**src/rtl/host_loader_if.sv**
```systemverilog
// Bundles the host byte streams and the top_control load/run/readback ports of host_loader.
// master is the loader side; slave is the host/processor side that faces it.
interface host_loader_if #(
  parameter int ADDR_W = 9
);
  logic [7:0]        rx_data;
  logic              rx_valid;
  logic              rx_ready;
  logic [7:0]        tx_data;
  logic              tx_valid;
  logic              tx_ready;
  logic [15:0]       dram_in;
  logic              proc_done;
  logic [ADDR_W-1:0] addr_ext;
  logic [15:0]       Data_in_ins;
  logic [15:0]       Data_in_dram;
  logic              iram_write_ext;
  logic              dram_write_ext;
  logic              read_en_ext;
  logic              start;
  logic              start_2;
  logic              start_3;
  logic              start_4;

  modport master (
    input  rx_data, rx_valid, tx_ready, dram_in, proc_done,
    output rx_ready, tx_data, tx_valid, addr_ext, Data_in_ins, Data_in_dram,
           iram_write_ext, dram_write_ext, read_en_ext, start, start_2, start_3, start_4
  );

  modport slave (
    output rx_data, rx_valid, tx_ready, dram_in, proc_done,
    input  rx_ready, tx_data, tx_valid, addr_ext, Data_in_ins, Data_in_dram,
           iram_write_ext, dram_write_ext, read_en_ext, start, start_2, start_3, start_4
  );
endinterface

```
**src/rtl/host_loader.sv**
```systemverilog
// Byte-stream front end for top_control: loads IRAM/DRAM from a framed image, runs the
// processor, then streams the DRAM result window back out as bytes (MSB first).
module host_loader #(
  parameter int ADDR_W     = 9,
  parameter int DATA_W     = 16,
  parameter int WR_CYCLES  = 4,
  parameter int RD_CYCLES  = 5,
  parameter int RUN_CYCLES = 120000
) (
  input  logic          clock,
  input  logic          reset,
  host_loader_if.master bus,
  output logic          busy,
  output logic          error,
  output logic [4:0]    state_dbg
);

  // Handshakes: a byte moves on rx (tx) only in a cycle where valid and ready are both
  // high at the rising edge; valid/data never depend on ready, and tx_valid/tx_data hold
  // unchanged until the byte is taken.

  typedef enum logic [4:0] {
    IDLE     = 5'd0,
    GET_NI   = 5'd1,
    I_BYTE   = 5'd2,
    I_SETUP  = 5'd3,
    I_WR     = 5'd4,
    I_HOLD   = 5'd5,
    I_GAP    = 5'd6,
    GET_ND   = 5'd7,
    D_BYTE   = 5'd8,
    D_SETUP  = 5'd9,
    D_WR     = 5'd10,
    D_HOLD   = 5'd11,
    GET_PAR  = 5'd12,
    RUN      = 5'd13,
    RUN_GAP  = 5'd14,
    RB_SETUP = 5'd15,
    RB_RD    = 5'd16,
    TX_HI    = 5'd17,
    TX_LO    = 5'd18,
    DONE     = 5'd19
  } state_t;

  localparam logic [15:0] MAX_WORDS = 16'((32'd1 << ADDR_W) - 32'd1);
  localparam logic [31:0] WR_LAST   = 32'(WR_CYCLES - 1);
  localparam logic [31:0] RD_LAST   = 32'(RD_CYCLES - 1);
  localparam logic [31:0] RUN_LAST  = 32'(RUN_CYCLES - 1);

  state_t              state_q, state_d;
  logic [1:0]          byte_cnt_q;
  logic [7:0]          hi_q;
  logic [15:0]         words_left_q;
  logic                skip_q;
  logic [15:0]         addr_q;
  logic [31:0]         cnt_q;
  logic [DATA_W-1:0]   ins_q;
  logic [DATA_W-1:0]   dram_q;
  logic [DATA_W-1:0]   rd_q;
  logic [15:0]         fstart_q;
  logic [15:0]         fend_q;
  logic                error_q;

  logic                rx_ready;
  logic                rx_fire;
  logic                word_done;
  logic                par_done;
  logic [15:0]         rx_word;
  logic                iram_wr, dram_wr, rd_en, run;
  logic                mode_i, mode_d, mode_rb, tx_valid;

  assign rx_ready  = state_q inside {GET_NI, I_BYTE, GET_ND, D_BYTE, GET_PAR};
  assign rx_fire   = bus.rx_valid & rx_ready;
  assign word_done = rx_fire & byte_cnt_q[0];
  assign par_done  = rx_fire & (byte_cnt_q == 2'd3);
  assign rx_word   = {hi_q, bus.rx_data};

  always_ff @(posedge clock) begin
    if (reset) state_q <= IDLE;
    else       state_q <= state_d;
  end

  always_comb begin
    state_d  = state_q;
    iram_wr  = 1'b0;
    dram_wr  = 1'b0;
    rd_en    = 1'b0;
    run      = 1'b0;
    mode_i   = 1'b0;
    mode_d   = 1'b0;
    mode_rb  = 1'b0;
    tx_valid = 1'b0;
    case (state_q)
      IDLE: if (bus.rx_valid) state_d = GET_NI;
      GET_NI: begin
        mode_i = 1'b1;
        if (word_done) state_d = (rx_word == 16'd0) ? I_GAP : I_BYTE;
      end
      I_BYTE: begin
        mode_i = 1'b1;
        if (word_done) begin
          if (!skip_q)                    state_d = I_SETUP;
          else if (words_left_q == 16'd1) state_d = I_GAP;
        end
      end
      I_SETUP: begin
        mode_i  = 1'b1;
        state_d = I_WR;
      end
      I_WR: begin
        mode_i  = 1'b1;
        iram_wr = 1'b1;
        if (cnt_q == WR_LAST) state_d = I_HOLD;
      end
      I_HOLD: begin
        mode_i  = 1'b1;
        state_d = (words_left_q == 16'd1) ? I_GAP : I_BYTE;
      end
      // Both load modes low for this cycle so IRAM and DRAM modes never touch.
      I_GAP: state_d = GET_ND;
      GET_ND: begin
        mode_d = 1'b1;
        if (word_done) state_d = (rx_word == 16'd0) ? GET_PAR : D_BYTE;
      end
      D_BYTE: begin
        mode_d = 1'b1;
        if (word_done) begin
          if (!skip_q)                    state_d = D_SETUP;
          else if (words_left_q == 16'd1) state_d = GET_PAR;
        end
      end
      D_SETUP: begin
        mode_d  = 1'b1;
        state_d = D_WR;
      end
      D_WR: begin
        mode_d  = 1'b1;
        dram_wr = 1'b1;
        if (cnt_q == WR_LAST) state_d = D_HOLD;
      end
      D_HOLD: begin
        mode_d  = 1'b1;
        state_d = (words_left_q == 16'd1) ? GET_PAR : D_BYTE;
      end
      GET_PAR: if (par_done) state_d = RUN;
      RUN: begin
        run = 1'b1;
        if (bus.proc_done || cnt_q == RUN_LAST) state_d = RUN_GAP;
      end
      RUN_GAP: state_d = (fend_q > fstart_q) ? RB_SETUP : DONE;
      RB_SETUP: begin
        mode_rb = 1'b1;
        state_d = RB_RD;
      end
      RB_RD: begin
        mode_rb = 1'b1;
        rd_en   = 1'b1;
        if (cnt_q == RD_LAST) state_d = TX_HI;
      end
      TX_HI: begin
        mode_rb  = 1'b1;
        tx_valid = 1'b1;
        if (bus.tx_ready) state_d = TX_LO;
      end
      TX_LO: begin
        mode_rb  = 1'b1;
        tx_valid = 1'b1;
        if (bus.tx_ready) state_d = (addr_q + 16'd1 < fend_q) ? RB_SETUP : DONE;
      end
      DONE:    state_d = IDLE;
      default: state_d = IDLE;
    endcase
  end

  always_ff @(posedge clock) begin
    if (reset) begin
      byte_cnt_q   <= '0;
      hi_q         <= '0;
      words_left_q <= '0;
      skip_q       <= 1'b0;
      addr_q       <= '0;
      cnt_q        <= '0;
      ins_q        <= '0;
      dram_q       <= '0;
      rd_q         <= '0;
      fstart_q     <= '0;
      fend_q       <= '0;
      error_q      <= 1'b0;
    end else begin
      // cnt_q measures time spent in the current state.
      cnt_q <= (state_d != state_q) ? 32'd0 : cnt_q + 32'd1;
      if (!rx_ready) byte_cnt_q <= 2'd0;
      else if (rx_fire) begin
        hi_q       <= bus.rx_data;
        byte_cnt_q <= (state_q == GET_PAR) ? byte_cnt_q + 2'd1 : byte_cnt_q ^ 2'd1;
      end
      case (state_q)
        IDLE: if (bus.rx_valid) begin
          error_q <= 1'b0;
          skip_q  <= 1'b0;
        end
        GET_NI, GET_ND: if (word_done) begin
          words_left_q <= rx_word;
          addr_q       <= 16'd1;
          skip_q       <= (rx_word > MAX_WORDS);
          if (rx_word > MAX_WORDS) error_q <= 1'b1;
        end
        I_BYTE: if (word_done) begin
          if (skip_q) words_left_q <= words_left_q - 16'd1;
          else        ins_q <= rx_word;
        end
        D_BYTE: if (word_done) begin
          if (skip_q) words_left_q <= words_left_q - 16'd1;
          else        dram_q <= rx_word;
        end
        I_HOLD, D_HOLD: begin
          addr_q       <= addr_q + 16'd1;
          words_left_q <= words_left_q - 16'd1;
        end
        GET_PAR: if (rx_fire) begin
          if (byte_cnt_q == 2'd1) fstart_q <= rx_word;
          if (byte_cnt_q == 2'd3) fend_q   <= rx_word;
        end
        RUN: if (!bus.proc_done && cnt_q == RUN_LAST) error_q <= 1'b1;
        RUN_GAP: addr_q <= fstart_q;
        RB_RD: if (cnt_q == RD_LAST) rd_q <= bus.dram_in;
        TX_LO: if (bus.tx_ready) addr_q <= addr_q + 16'd1;
        default: ;
      endcase
    end
  end

  assign bus.rx_ready       = rx_ready;
  assign bus.tx_valid       = tx_valid;
  assign bus.tx_data        = (state_q == TX_HI) ? rd_q[15:8] :
                              (state_q == TX_LO) ? rd_q[7:0]  : 8'd0;
  assign bus.addr_ext       = addr_q[ADDR_W-1:0];
  assign bus.Data_in_ins    = ins_q;
  assign bus.Data_in_dram   = dram_q;
  assign bus.iram_write_ext = iram_wr;
  assign bus.dram_write_ext = dram_wr;
  assign bus.read_en_ext    = rd_en;
  assign bus.start          = run;
  assign bus.start_2        = mode_i;
  assign bus.start_3        = mode_d;
  assign bus.start_4        = mode_rb;

  assign busy      = (state_q != IDLE) && (state_q != DONE);
  assign error     = error_q;
  assign state_dbg = state_q;

endmodule

```
**src/flat_wrapper.sv**
```systemverilog
// flat-port wrapper written by rule: the top's interface ports become plain ports
module host_loader_flat 
#(
  parameter int ADDR_W     = 9,
  parameter int DATA_W     = 16,
  parameter int WR_CYCLES  = 4,
  parameter int RD_CYCLES  = 5,
  parameter int RUN_CYCLES = 120000
)
  (clock, reset, busy, error, state_dbg, bus_rx_data, bus_rx_valid, bus_tx_ready, bus_dram_in, bus_proc_done, bus_rx_ready, bus_tx_data, bus_tx_valid, bus_addr_ext, bus_Data_in_ins, bus_Data_in_dram, bus_iram_write_ext, bus_dram_write_ext, bus_read_en_ext, bus_start, bus_start_2, bus_start_3, bus_start_4);
  host_loader_if #(.ADDR_W(ADDR_W)) bus_i ();
  input  logic clock;
  input  logic reset;
  output logic busy;
  output logic error;
  output logic [4:0] state_dbg;
  input wire logic [$bits(bus_i.rx_data)-1:0] bus_rx_data;
  input wire logic [$bits(bus_i.rx_valid)-1:0] bus_rx_valid;
  input wire logic [$bits(bus_i.tx_ready)-1:0] bus_tx_ready;
  input wire logic [$bits(bus_i.dram_in)-1:0] bus_dram_in;
  input wire logic [$bits(bus_i.proc_done)-1:0] bus_proc_done;
  output wire logic [$bits(bus_i.rx_ready)-1:0] bus_rx_ready;
  output wire logic [$bits(bus_i.tx_data)-1:0] bus_tx_data;
  output wire logic [$bits(bus_i.tx_valid)-1:0] bus_tx_valid;
  output wire logic [$bits(bus_i.addr_ext)-1:0] bus_addr_ext;
  output wire logic [$bits(bus_i.Data_in_ins)-1:0] bus_Data_in_ins;
  output wire logic [$bits(bus_i.Data_in_dram)-1:0] bus_Data_in_dram;
  output wire logic [$bits(bus_i.iram_write_ext)-1:0] bus_iram_write_ext;
  output wire logic [$bits(bus_i.dram_write_ext)-1:0] bus_dram_write_ext;
  output wire logic [$bits(bus_i.read_en_ext)-1:0] bus_read_en_ext;
  output wire logic [$bits(bus_i.start)-1:0] bus_start;
  output wire logic [$bits(bus_i.start_2)-1:0] bus_start_2;
  output wire logic [$bits(bus_i.start_3)-1:0] bus_start_3;
  output wire logic [$bits(bus_i.start_4)-1:0] bus_start_4;
  assign bus_i.rx_data = bus_rx_data;
  assign bus_i.rx_valid = bus_rx_valid;
  assign bus_i.tx_ready = bus_tx_ready;
  assign bus_i.dram_in = bus_dram_in;
  assign bus_i.proc_done = bus_proc_done;
  assign bus_rx_ready = bus_i.rx_ready;
  assign bus_tx_data = bus_i.tx_data;
  assign bus_tx_valid = bus_i.tx_valid;
  assign bus_addr_ext = bus_i.addr_ext;
  assign bus_Data_in_ins = bus_i.Data_in_ins;
  assign bus_Data_in_dram = bus_i.Data_in_dram;
  assign bus_iram_write_ext = bus_i.iram_write_ext;
  assign bus_dram_write_ext = bus_i.dram_write_ext;
  assign bus_read_en_ext = bus_i.read_en_ext;
  assign bus_start = bus_i.start;
  assign bus_start_2 = bus_i.start_2;
  assign bus_start_3 = bus_i.start_3;
  assign bus_start_4 = bus_i.start_4;
  host_loader #(.ADDR_W(ADDR_W), .DATA_W(DATA_W), .WR_CYCLES(WR_CYCLES), .RD_CYCLES(RD_CYCLES), .RUN_CYCLES(RUN_CYCLES)) u_core (.clock(clock), .reset(reset), .bus(bus_i), .busy(busy), .error(error), .state_dbg(state_dbg));
endmodule
```
**config.mk**
```make
export PLATFORM = sky130hd
export DESIGN_NAME = host_loader_flat
export DESIGN_NICKNAME = d
export VERILOG_FILES = /design/src/rtl/host_loader_if.sv /design/src/rtl/host_loader.sv /design/src/flat_wrapper.sv
export SDC_FILE = /design/constraint.sdc
export NUM_CORES = 1
export LEC_CHECK = 0
export CAP_MARGIN = 30
export CORE_UTILIZATION = 53
export CTS_BUF_LIST = sky130_fd_sc_hd__clkbuf_8
export DETAILED_ROUTE_END_ITERATION = 8
export PLACE_DENSITY_LB_ADDON = 0.08
export SYNTH_ARGS = -nofsm -noshare
export SYNTH_HDL_FRONTEND = slang
export SYNTH_SLANG_ARGS = --single-unit
```
**constraint.sdc**
```tcl
create_clock -name clock -period 3.7 [get_ports clock]
set_input_delay 0.74 -clock clock [delete_from_list [all_inputs] [get_ports clock]]
set_output_delay 0.74 -clock clock [all_outputs]
set_load 0.02 [all_outputs]
```
# After elaboration in Yosys (flattened, before gate mapping)
# Cells that the tools add are included.
# totals
mem_bits_rw	0
ff_bits	161
mem_count	0
mem_bits_ro	0
latch_bits	0
output_inout_bits	65
# op_classes
n_bitwise	6
div	0
n_mux	48
eq_ne	33
n_shift	0
add_sub_neg	4
reduce_logical	32
order_cmp	3
mul	0
# ops
operator	count
$pmux W5 S19	1
$mux W5	18
$mux W16	5
$pmux W16 S4	1
$pmux W16 S3	1
$eq A5 B4 Y1 const B	8
$add A32 B1 Y32 const B	1
$eq A32 B17 Y1 const B	1
$eq A32 B2 Y1 const B	1
$eq A32 B3 Y1 const B	1
$eq A5 B3 Y1 const B	4
$reduce_and A3 Y1	6
$add A16 B1 Y16 const B	1
$eq A16 B1 Y1 const B	1
$gt A16 B16 Y1	1
$gt A16 B9 Y1 const B	1
$logic_not A16 Y1	1
$lt A16 B16 Y1	1
$mux W8	2
$sub A16 B1 Y16 const B	1
$eq A5 B5 Y1 const B	3
$mux W1	14
$mux W3	4
$reduce_or A2 Y1	6
26 further kinds	42

# Longest topological paths before layout
# logic_depth
ltp_word	8
depth_mapped	15
ltp_nobuf	14

# Least setup slack after synthesis
# Ideal clock, no wire load.
# synth_timing
path_kind	reg2reg
startpoint	register u_core.addr_q[2]
endpoint	register u_core.cnt_q[22]
stages_incl_launch_ff	15
synth_period_minus_slack_ns	3.479
t_required_ns	3.573
arrival_time_ns	3.352
path_slack_ns	0.221
n_path_buf	1
path_cell_list	dfxtp_1 -> nand4_1 -> nor4_1 -> and3_1 -> nand3_1 -> xnor2_1 -> ha_1 -> nand4_1 -> nor3_1 -> a2111oi_0 -> o211ai_1 -> a2bb2oi_1 -> a22oi_1 -> buf_4 -> nor4_2
# synth_via
elab_chain_cells	7
# synth_rtl
item	line_no	source
start, declared	host_loader.sv:55	logic [15:0] addr_q;
start signal, assigned	host_loader.sv:217	addr_q <= addr_q + 16'd1;
start signal, assigned	host_loader.sv:225	RUN_GAP: addr_q <= fstart_q;
start signal, assigned	host_loader.sv:227	TX_LO: if (bus.tx_ready) addr_q <= addr_q + 16'd1;
$add A16 B1 Y16	host_loader.sv:168	if (bus.tx_ready) state_d = (addr_q + 16'd1 < fend_q) ? RB_SETUP : DONE;
$lt A16 B16 Y1	host_loader.sv:168	
$mux W5 (2 in a row)	host_loader.sv:168	
$pmux W5 S19	host_loader.sv:93	case (state_q)
$ne A5 B5 Y1	host_loader.sv:191	cnt_q <= (state_d != state_q) ? 32'd0 : cnt_q + 32'd1;
$reduce_or A2 Y1 (no source line)	-	
end signal, assigned	host_loader.sv:191	
end, declared	host_loader.sv:56	logic [31:0] cnt_q;
# Every way passes these cells.
# A chain may end at the register's enable or synchronous reset.

# Final worst setup path
# layout_timing
startpoint	register u_core.addr_q[8]
endpoint	register u_core.cnt_q[2]
# Same word-level chain as after synthesis.

==> run summary <==
CP max stage cell: dfxtp_1
Mapped Cells: 1029
Row count: 46
Post-synth ARST share: 0%
Post-synth top area share: 36.3%
Global route overflow: 0
Cell accounting for the most synthesized area: dfxtp_1
Placer congestion estimate: 0.861
ANT cells: 0
Largest net degree at the start of global routing: 99
Max-slew violation count: 0
Area growth, synth to finish: 18.5%
CP max FO: 32
Max-cap violations: 0
Total Die Area: 17300 sq um
Hpwl dp: 16000 um
Peak Freq: 286 MHz
Sequential-to-total area share from yosys stat: 36.3%
Nets: 1181
Crit path top cell by count: nand4_1
Syn Std Cell Area: 8880 sq um
DRC: 0
Worst-Skew Late Latency: 460 ps
Ys Warns: 0
Vias per cell: 5.76
Relative slew slack: 31.1%
DRT iter0 DRCs: 590
Minimum clock period: 3490 ps
Worst-path cell chain: nand4_1 -> nor4_4 -> and3_4 -> nand3_1 -> xnor2_1 -> ha_1 -> nand4_1 -> nor3_2 -> o2111ai_1 -> o211ai_1 -> a21boi_1 -> mux2_2 -> buf_12 -> nor4_1
TritonCTS Sinks: 161
Layout cell share with drive strength beyond 1: 11.6%
Primary FF master, synth: dfxtp_1
CP startpoint kind: flop
Status: completed
Io pins: 94
Top post-synthesis cells by count: 161 x dfxtp_1, 152 x nor2_1, 89 x mux2i_1, 54 x nand2_1, 53 x inv_1
Seq cells post-synth: 161
Vias: 7736
Number of synthesized flops with an enable pin: 0
First-pass GRT wire length: 36900 um
Crit path arrival time: 3850 ps
Critical path required time: 4060 ps
Net count after synthesis: 1096
Worst-Margin Slew: 1030 ps
Fin Clk Skew: 14.8 ps
RSZ-0062 raised after global routing: false
Vias in the first global route: 7052
Die H: 131 um
Family with the most delay on the worst path: simple AND/OR/NAND/NOR gates
Initial antenna violation count: 0
Hold WS: 493 ps
GRT Overall Usage: 26.6%
Root buf cell: clkbuf_8
Num CTS Buffers: 17
Count leader, synth: dfxtp_1
CTS tree: done
Hold Vio Cnt, Final: 0
Synth cell types: 76
Placed inst area: 10100 sq um
Post-CTS Hold Fix Bufs: 0
CTS Buffer Depth: 2
PwrDens: 330 nW/um^2
Hold WC Path Type: flop to flop
Worst-path clk slew: 90 ps
Crit end category: flop
Setup CP Type: flop to flop
Synth top area cells: dfxtp_1 36%, mux2i_1 10%, nor2_1 6.4%, ha_1 5.4%, nor4_2 4.4%
Post-route setup TNS: 0 ps
Worst vdd ir: 0.243 mV
Critical path's largest stage delay: 410 ps
Die width: 131 um
Mean Syn Cell Area: 8.63 sq um
Leak: 0.00407 uW
Design area: 10500 sq um
Routed length per instance: 17.1 um
Worst Path Buf+Inv: 1
WL final: 22900 um
Final worst-path cycle share: 94.5%
Port Buf Inserts: 93
Htree depth: 4
Remaining antenna violation count: 0
Core area: 16100 sq um
Initial Utilization: 55.1%
Setup Viol. Count Final: 0
Drt first pass iters: 5
-- metrics by stage --
step                util, %  total power, uW  std cells  setup WS [ps]
global route           65.3             3610       1342           1.71
CTS                    65.0             3490       1340           56.7
global placement       62.4             2130       1309            264
floorplan                 -             2020       1029            221
finish                 65.3             3480       1342            205
detailed placement     62.4             2130       1309           41.2
-- worst register-to-register path, delay by kind of cell, from the launching register on --
kind | cells | cell delay, ps
buffers and inverters | 1 | 190
muxes | 1 | 310
and+or+nand+nor | 7 | 1580
DFF | 1 | 410
adders and majority gates | 1 | 320
AOI/OAI and AO/OA | 3 | 440
xor gates and xnor gates | 1 | 160
-- registers in the layout, indices dropped and copies added (netlist names) --
name and flops:
u_core.rd_q 16, u_core.fstart_q 16, u_core.cnt_q 32, u_core.skip_q 1, u_core.error 1, u_core.state_dbg 5, u_core.bus.Data_in_dram 16, u_core.addr_q 16
u_core.hi_q 8, u_core.bus.Data_in_ins 16, u_core.fend_q 16, u_core.byte_cnt_q 2, u_core.words_left_q 16
-- report_power, final --
part,internal (uW),switching [uW]
Sequential,1750,35.4
Clock,677,704
Combinational,125,183
-- routing by layer --
layer,track usage (%),share of wire [%],vias up
li1,-,-,3826
met1,37.9,48,3724
met2,41.5,47,172
met3,4.94,4.1,14
met4,5.36,0.90,0
met5,0,0,-
-- cells by family (layout without fill, tap and decap cells) --
kind of cell	after synthesis	in the layout	share of synthesized area, %
AOI/OAI and AO/OA	164	164	12.5
and+or+nand+nor	405	405	24.6
muxes	90	90	10.2
adders and majority gates	38	38	5.35
xor gates and xnor gates	47	47	4.63
DFF	161	161	36.3
buffers and inverters	124	221	6.49
-- what timing repair did --
action,in CTS,in global routing
pin swaps,0,4
buffers inserted,0,2
gates cloned,0,0
endpoints found under the setup margin,2,32
gates resized for setup,1,11
-- final cells by class --
cell class                      count  area, sq um
Tap cell                          216          270
Clock buffer                       17          234
Timing Repair Buffer              137         1280
Clock inverter                     14          180
Inverter                           53          199
Multi-Input combinational cell    744         5130
Sequential cell                   161         3230
Fill cell                        1396         5590
-- cells in the final DEF, fill, tap and decap left out, drive strengths merged, types with 6 or more instances in the layout --
cell type	count
dfxtp	161
nor2	152
clkdlybuf4s50	92
mux2i	89
inv	59
nand2	55
buf	45
o21ai	42
nor3	42
nor4	41
a21oi	39
ha	38
xnor2	32
nand3	31
nand4	17
clkbuf	17
xor2	15
a221oi	14
and3	14
nand2b	8
a22o	8
a211oi	8
nor2b	7
and2	7
or3	6
a21o	6
or4	6
-- worst paths after layout --
| path | from | end | slack [ps] | cells after the start |
|---|---|---|---|---|
| worst max-delay path | u_core.addr_q[8] | u_core.cnt_q[2] | 210 | 14 |
| worst max register to register | u_core.addr_q[8] | u_core.cnt_q[2] | 210 | 14 |
| worst min register to register | u_core.addr_q[10] | u_core.addr_q[10] | 490 | 2 |
| worst min-delay path | u_core.addr_q[10] | u_core.addr_q[10] | 490 | 2 |
Note: power is estimated with default switching activity, not from simulation.
